--- src/rtl/mem_arbiter.sv ---
// rtl/mem_arbiter.sv - shared RAM port arbiter between imem fetch and dmem load/store
module mem_arbiter #(
    parameter int ADDR_W     = 32,
    parameter int DATA_W     = 32,
    parameter int STARVE_MAX = 4
) (
    input  logic              CLK,
    input  logic              nRST,
    input  logic              iREN,
    input  logic [ADDR_W-1:0] iaddr,
    output logic              iwait,
    output logic [DATA_W-1:0] iload,
    input  logic              dREN,
    input  logic              dWEN,
    input  logic [ADDR_W-1:0] daddr,
    input  logic [DATA_W-1:0] dstore,
    output logic              dwait,
    output logic [DATA_W-1:0] dload,
    output logic              ramREN,
    output logic              ramWEN,
    output logic [ADDR_W-1:0] ramaddr,
    output logic [DATA_W-1:0] ramstore,
    input  logic [DATA_W-1:0] ramload,
    input  logic [1:0]        ramstate,
    output logic              ram_err
);

    localparam int CNT_W = $clog2(STARVE_MAX + 1);
    localparam logic [CNT_W-1:0] STARVE_LIM = CNT_W'(STARVE_MAX);

    localparam logic [1:0] RAM_ACCESS = 2'd2;
    localparam logic [1:0] RAM_ERROR  = 2'd3;

    typedef enum logic [1:0] {
        IDLE   = 2'd0,
        IGRANT = 2'd1,
        DGRANT = 2'd2
    } state_t;

    state_t          state;
    state_t          next_state;
    logic [CNT_W-1:0] starve_cnt;
    logic            dreq;
    logic            i_done;
    logic            d_done;

    assign dreq  = dREN | dWEN;
    assign iload = ramload;
    assign dload = ramload;

    // Grant state register; reset abandons any transaction in flight.
    always_ff @(posedge CLK or negedge nRST) begin
        if (!nRST) begin
            state <= IDLE;
        end else begin
            state <= next_state;
        end
    end

    // Arbitration, RAM drive and completion; addr/data follow the owner live.
    always_comb begin
        next_state = state;
        ramREN     = 1'b0;
        ramWEN     = 1'b0;
        ramaddr    = '0;
        ramstore   = '0;
        iwait      = 1'b1;
        dwait      = 1'b1;
        i_done     = 1'b0;
        d_done     = 1'b0;
        case (state)
            IDLE: begin
                if (dreq && iREN && (starve_cnt == STARVE_LIM)) begin
                    next_state = IGRANT;
                end else if (dreq) begin
                    next_state = DGRANT;
                end else if (iREN) begin
                    next_state = IGRANT;
                end
            end
            IGRANT: begin
                ramaddr = iaddr;
                if (!iREN) begin
                    next_state = IDLE;
                end else begin
                    ramREN = 1'b1;
                    if (ramstate == RAM_ACCESS) begin
                        iwait      = 1'b0;
                        i_done     = 1'b1;
                        next_state = IDLE;
                    end
                end
            end
            DGRANT: begin
                ramaddr  = daddr;
                ramstore = dstore;
                if (!dreq) begin
                    next_state = IDLE;
                end else begin
                    ramWEN = dWEN;
                    ramREN = dREN & ~dWEN;
                    if (ramstate == RAM_ACCESS) begin
                        dwait      = 1'b0;
                        d_done     = 1'b1;
                        next_state = IDLE;
                    end
                end
            end
            default: begin
                next_state = IDLE;
            end
        endcase
    end

    // Count dmem wins while imem is waiting so imem cannot be starved.
    always_ff @(posedge CLK or negedge nRST) begin
        if (!nRST) begin
            starve_cnt <= '0;
        end else if (!iREN || i_done) begin
            starve_cnt <= '0;
        end else if (d_done && (starve_cnt != STARVE_LIM)) begin
            starve_cnt <= starve_cnt + CNT_W'(1);
        end
    end

    // Sticky RAM error flag, only a reset clears it.
    always_ff @(posedge CLK or negedge nRST) begin
        if (!nRST) begin
            ram_err <= 1'b0;
        end else if ((state != IDLE) && (ramstate == RAM_ERROR)) begin
            ram_err <= 1'b1;
        end
    end

endmodule

--- config.mk ---
export PLATFORM = sky130hd
export DESIGN_NAME = mem_arbiter
export DESIGN_NICKNAME = d
export VERILOG_FILES = /design/src/rtl/mem_arbiter.sv
export SDC_FILE = /design/constraint.sdc
export NUM_CORES = 1
export LEC_CHECK = 0
export ABC_AREA = 1
export ABC_CLOCK_PERIOD_IN_PS = 1900
export CAP_MARGIN = 20
export CELL_PAD_IN_SITES_DETAIL_PLACEMENT = 2
export CELL_PAD_IN_SITES_GLOBAL_PLACEMENT = 2
export CORE_MARGIN = 2
export CORE_UTILIZATION = 10
export DETAILED_ROUTE_END_ITERATION = 7
export GPL_ROUTABILITY_DRIVEN = 0
export HOLD_SLACK_MARGIN = 0.02
export PLACE_DENSITY = 0.95
export SETUP_SLACK_MARGIN = 0.5
export SLEW_MARGIN = 20
export SYNTH_ARGS = -nofsm -noshare
export SYNTH_HDL_FRONTEND = slang
export SYNTH_SLANG_ARGS = --single-unit
--- constraint.sdc ---
create_clock -name CLK -period 1.9 [get_ports CLK]
set_clock_uncertainty 0.15 [all_clocks]
set_input_delay 0.38 -clock CLK [delete_from_list [all_inputs] [get_ports CLK]]
set_output_delay 0.38 -clock CLK [all_outputs]
set_load 0.02 [all_outputs]
-- Word-level counts from Yosys, hierarchy flattened
Cells that the tools add are included.
- add/subtract/negate cells: 1
- bitwise gates (word level): 3
- muxes and demuxes: 26
- reduce and logical (&&, ||, !) cells: 9
- equality and inequality tests: 7
- operators with widths (operator ; number):
    $pmux 32 s2 ; 1
    $mux 32 ; 1
    $mux 1 ; 14
    $mux 2 ; 6
    $eq 2x2->1 const B ; 3
    $mux 3 ; 2
    $pmux 2 s3 ; 1
    $logic_and 1x1->1 ; 4
    $ne 4x4->1 const B ; 1
    $reduce_bool 2->1 ; 2
    $add 3x1->3 const B ; 1
    $eq 3x3->1 const B ; 1
    $ne 3x3->1 const B ; 1
    $eq 2x1->1 const B ; 1
    $logic_not 2->1 ; 1
    $pmux 1 s2 ; 1
    $and 1x1->1 ; 1
    $logic_not 1->1 ; 1
    $logic_or 1x1->1 ; 1
    $not 1->1 ; 1
    $or 1x1->1 ; 1
- output and inout bits: 133
- logic and storage cells: 49
- register bits after elaboration: 6
- bits of input ports: 135

-- Longest topological paths before layout
Gate-level depths: netlist of run 1.
- depth after elaboration: 7
- mapped depth: 9
- gate-level depth less buffers: 8

-- Worst setup path after synthesis of run 1
No wires, ideal clock.
- path type: reg-to-output
- from: reg state[0]
- to: out ramaddr[10]
- data arrival time: 1349 ps
- stages on the path, launching flop included: 7
- buffers on the path: 2
- required time: 1370 ps
- setup slack: 21 ps
- cells stage by stage: dfrtp_1 > inv_1 > ha_1 > buf_4 > buf_4 > nand2_1 > a21oi_1
- longest elaborated chain between the ends: 2
- elaborated cells between the ends (all ways): 3
- those cells by class: eq/ne (2); mux (1)
- ends and longest elaborated chain (item ; line ; text):
    start: declaration ; 40 ; state_t state;
    start signal: assignment ; 56 ; state <= next_state;
    $eq 2x2->1 / $eq 2x1->1 (equally long branches) ; 71 ; case (state)
    $pmux 32 s2 * ; 71 ;
    end: declaration ; 21 ; output logic [ADDR_W-1:0] ramaddr,
Mark *: on every way between the ends. The rest lies on a longest branch, timed or not.

-- Final worst setup path of run 1
- from: reg state[1]
- to: out ramaddr[26]
The elaborated chain is that of the path after synthesis.

==> results of run 1 <==
[worst min-delay path by stage]
stage	startpoint	slack [ps]	endpoint	depth (start not counted)
CTS	nRST	270	starve_cnt[2]	1
global placement	ram_err	310	ram_err	1
floorplan	nRST	-70	ram_err	0
finish	nRST	260	starve_cnt[2]	1
detailed placement	ram_err	310	ram_err	1
global route	nRST	300	starve_cnt[2]	1
[power groups by stage]
| stage | registers (mW) | logic [mW] | clock network, mW |
|---|---|---|---|
| final | 0.172 | 5.41 | 0.350 |
| after global routing | 0.174 | 5.75 | 0.359 |
| after CTS | 0.170 | 5.02 | 0.358 |
| after detailed placement | 0.173 | 4.24 | 0 |
| after global placement | 0.170 | 4.12 | 0 |
| after floorplan | 0.171 | 2.74 | 0 |
[layout make-up]
type | instances | share of cell area
Timing Repair Buffer | 201 | 0.517
Multi-Input combinational cell | 175 | 0.320
Tap cell | 220 | 0.0649
Inverter | 48 | 0.0454
Sequential cell | 6 | 0.0354
Clock buffer | 3 | 0.0177
[per-stage QoR]
| stage | util | hold WS [ps] | worst slack, ps |
|---|---|---|---|
| 4_1_cts | 0.239 | 269 | -224 |
| 3_3_place_gp | 0.224 | 312 | -446 |
| 6_report | 0.258 | 262 | -191 |
| 5_1_grt | 0.258 | 296 | -246 |
| 3_5_place_dp | 0.224 | 311 | -487 |
| 2_1_floorplan | - | -65.6 | 168 |
[worst reg2reg max path, stage by stage (launching register included)]
cell and delay (ps):
dfrtp_1 390, buf_6 120, ha_4 190, buf_6 160, nand2_2 70, nand2_2 90, nand2_2 70, buf_4 150
nor2_4 100, nand3_1 80, nand2_1 60
[synth_stat cells (all sizes together)]
cell,count
nor2,6
nand3,10
buf,78
nand2,115
a31o,1
inv,48
dfrtp,6
nand4,2
ha,6
a21oi,34
xor2,1
[flip-flops by register name, summed over array words and instances, names as in the netlist]
name	cells
starve_cnt	3
ram_err	1
state	2
[logic make-up after synthesis]
| group | Yosys count | synth area share |
|---|---|---|
| AND/OR/NAND/NOR | 133 | 0.314 |
| flip-flops | 6 | 0.0898 |
| buffers and inverters | 126 | 0.439 |
| AO/OA/AOI/OAI | 35 | 0.107 |
| adder cells (fa/ha/maj) | 6 | 0.0449 |
| XOR/XNOR | 1 | 0.00524 |
[what timing repair did]
action / in CTS / in global routing
buffers inserted: 6 / 0
pin swaps: 2 / 1
gates resized for setup: 387 / 77
cloned: 4 / 2
endpoints found under the setup margin: 74 / 74
hold endpoints to repair: 0 / 0
[metal layers]
layer,up-vias,wire (um),track usage
li1,1105,-,-
met1,1081,3800,0.105
met2,121,5670,0.212
met3,20,680,0.0285
met4,0,129,0.0195
met5,-,0,0
==> summary.md, run 1 <==
| Metric | Value |
|---|---|
| NetSw | `roughly 3 mW` |
| Vias per cell | `3.56` |
| Area growth, synth to finish | `154%` |
| Max Clk Rate | `around 0.48 GHz` |
| Syn_nets | `between 400 and 500` |
| Register share of total power | `0.029` |
| Dpl cell area | `~3700 um2` |
| Critical R2R Launch | `state[1]` |
| Synthesized flop and latch total | `6` |
| PortBufs | `between 150 and 200` |
| Routed via count | `2327` |
| Max Cap Viol | `0` |
| Pleak | `around 1.8 nW` |
| Ant. Diodes | `0` |
| Post-detail-place hpwl | `around 7700 um` |
| Cts hold-fix bufs | `0` |
| Worst-Margin Slew | `around 330 ps` |
| Drt initial violations | `33` |
| P per Cell Area | `about 1400 nW/um2` |
| First-pass GRT wire length | `roughly 15000 um` |
| Multi-input gate area | `1360 um2` |
| Switching fraction of total power | `0.499` |
| Post-Syn Area | `about 1700 um2` |
| Chip Width | `133 um` |
| Die Area | `around 18000 um2` |
| Overall power | `5.93 mW` |
| Largest net degree at the start of global routing | `19` |
| CP top delay family | `buffers and inverters` |
| CP max-delay cell | `dfrtp_1` |
| Startpoint types | `flop` |
| WP buf/inv | `4` |
| Worst IR Drop VDD | `around 0.50 mV` |
| FP Rows | `47` |
| Setup TNS | `-9490 ps` |
| Top cells by area, synth | `buf_4 30%, nand2_1 26%, inv_1 11%` |
| Antenna Nets Post-Route | `0` |
| Total Routing Usage GR | `0.104` |
| Clk_lat worst skew | `230 ps` |
| I/O Pins | `~270` |
| DP Cell Count | `approximately 640` |
| Worst-path fanout max | `7` |
| Clock buffer depth | `2` |
| Number of global-route vias before repair | `2664` |
| Clock Pin Slew Worst Setup and Hold Paths | `40 ps` |
| Int Pwr | `2.97 mW` |
| DRC Markers | `0` |
| GR Overflow Total | `0` |
| Fin nets | `roughly 580` |
| Slew Limit Fails | `0` |
| Tmin final | `2090 ps` |
| Initial Util | `0.102` |
| Reg area | `150 um2` |
| Post-synth top area cell | `buf_4` |
| CP max stage delay | `390 ps` |
| Drt total wl | `approximately 10000 um` |
| Slew HR | `0.781` |
| Proportion of layout cells with a drive suffix above 1 | `0.497` |
| DR WL/cell | `roughly 16 um` |
| Drt first pass iters | `3` |
| Clk sinks | `6` |
| CTS tree | `built` |
| Most frequent CP cell | `buf_6` |
| Final setup violation count | `68` |
| Core ar. | `16500 um2` |
| WP data arrival | `roughly 1600 ps` |
| Final worst slack | `-191 ps` |
| Comb power frac | `0.912` |
| Failing checks | `setup timing` |
| CP endpoint kind | `output pin` |
| Reg-to-reg slack, setup | `~200 ps` |
| CP Data Required Time | `about 1400 ps` |
| Final period util | `1.10` |
| Outcome | `finished, violations left` |
| Most common cell after layout, fill and taps aside | `clkdlybuf4s50_1` |
| CTS root buffer | `clkbuf_16` |
| RR Endpoint | `starve_cnt[0]` |
| CP cell instances | `buf_6 > ha_4 > buf_12 > buf_16 > nand2_2 > a21oi_4 > buf_6` |
| Worst setup path end | `ramaddr[26]` |
| Count of final hold-check violations | `0` |
| Most frequent cells in the layout | `102 x clkdlybuf4s50_1, 79 x nand2_1, 55 x buf_6` |
| Sequential area share after synthesis | `0.0898` |
| H-tree level count | `1` |
| Post-Layout Inst Area | `~4200 um2` |
| FILL cells | `~1900` |
| WS Path Type | `reg2out` |
| Initial antenna violation count | `0` |
| Worst-case reg-to-reg path depth | `10` |
| Worst hold path class | `in2async` |
| Distinct cells, synth | `15` |
| Area share of the largest cell type after synthesis | `0.301` |
| RSZ-0062 raised after global routing | `true` |
| CTS Buf Count | `3` |
| Height of the die | `approximately 130 um` |
| Setup crit start | `state[1]` |
| Syn_area_per_cell | `5.44 um2` |
| Final std cells w/o fill | `653` |
| YS warnings | `0` |
| Worst path depth | `7` |
| Clock share of power | `0.059` |
| Post-synthesis cell count | `307` |
No activity file was read; power rests on OpenSTA's default activity.
==> run 2, diff against run 1 <==
--- a/config.mk
+++ b/config.mk
@@ -14,7 +14,7 @@
 export CORE_UTILIZATION = 10
 export DETAILED_ROUTE_END_ITERATION = 7
 export GPL_ROUTABILITY_DRIVEN = 0
-export HOLD_SLACK_MARGIN = 0.02
+export HOLD_SLACK_MARGIN = 0.1
 export PLACE_DENSITY = 0.95
 export SETUP_SLACK_MARGIN = 0.5
 export SLEW_MARGIN = 20
==> results of run 2 <==
No change in the layout: final DEF, timing and power equal those of run 1.
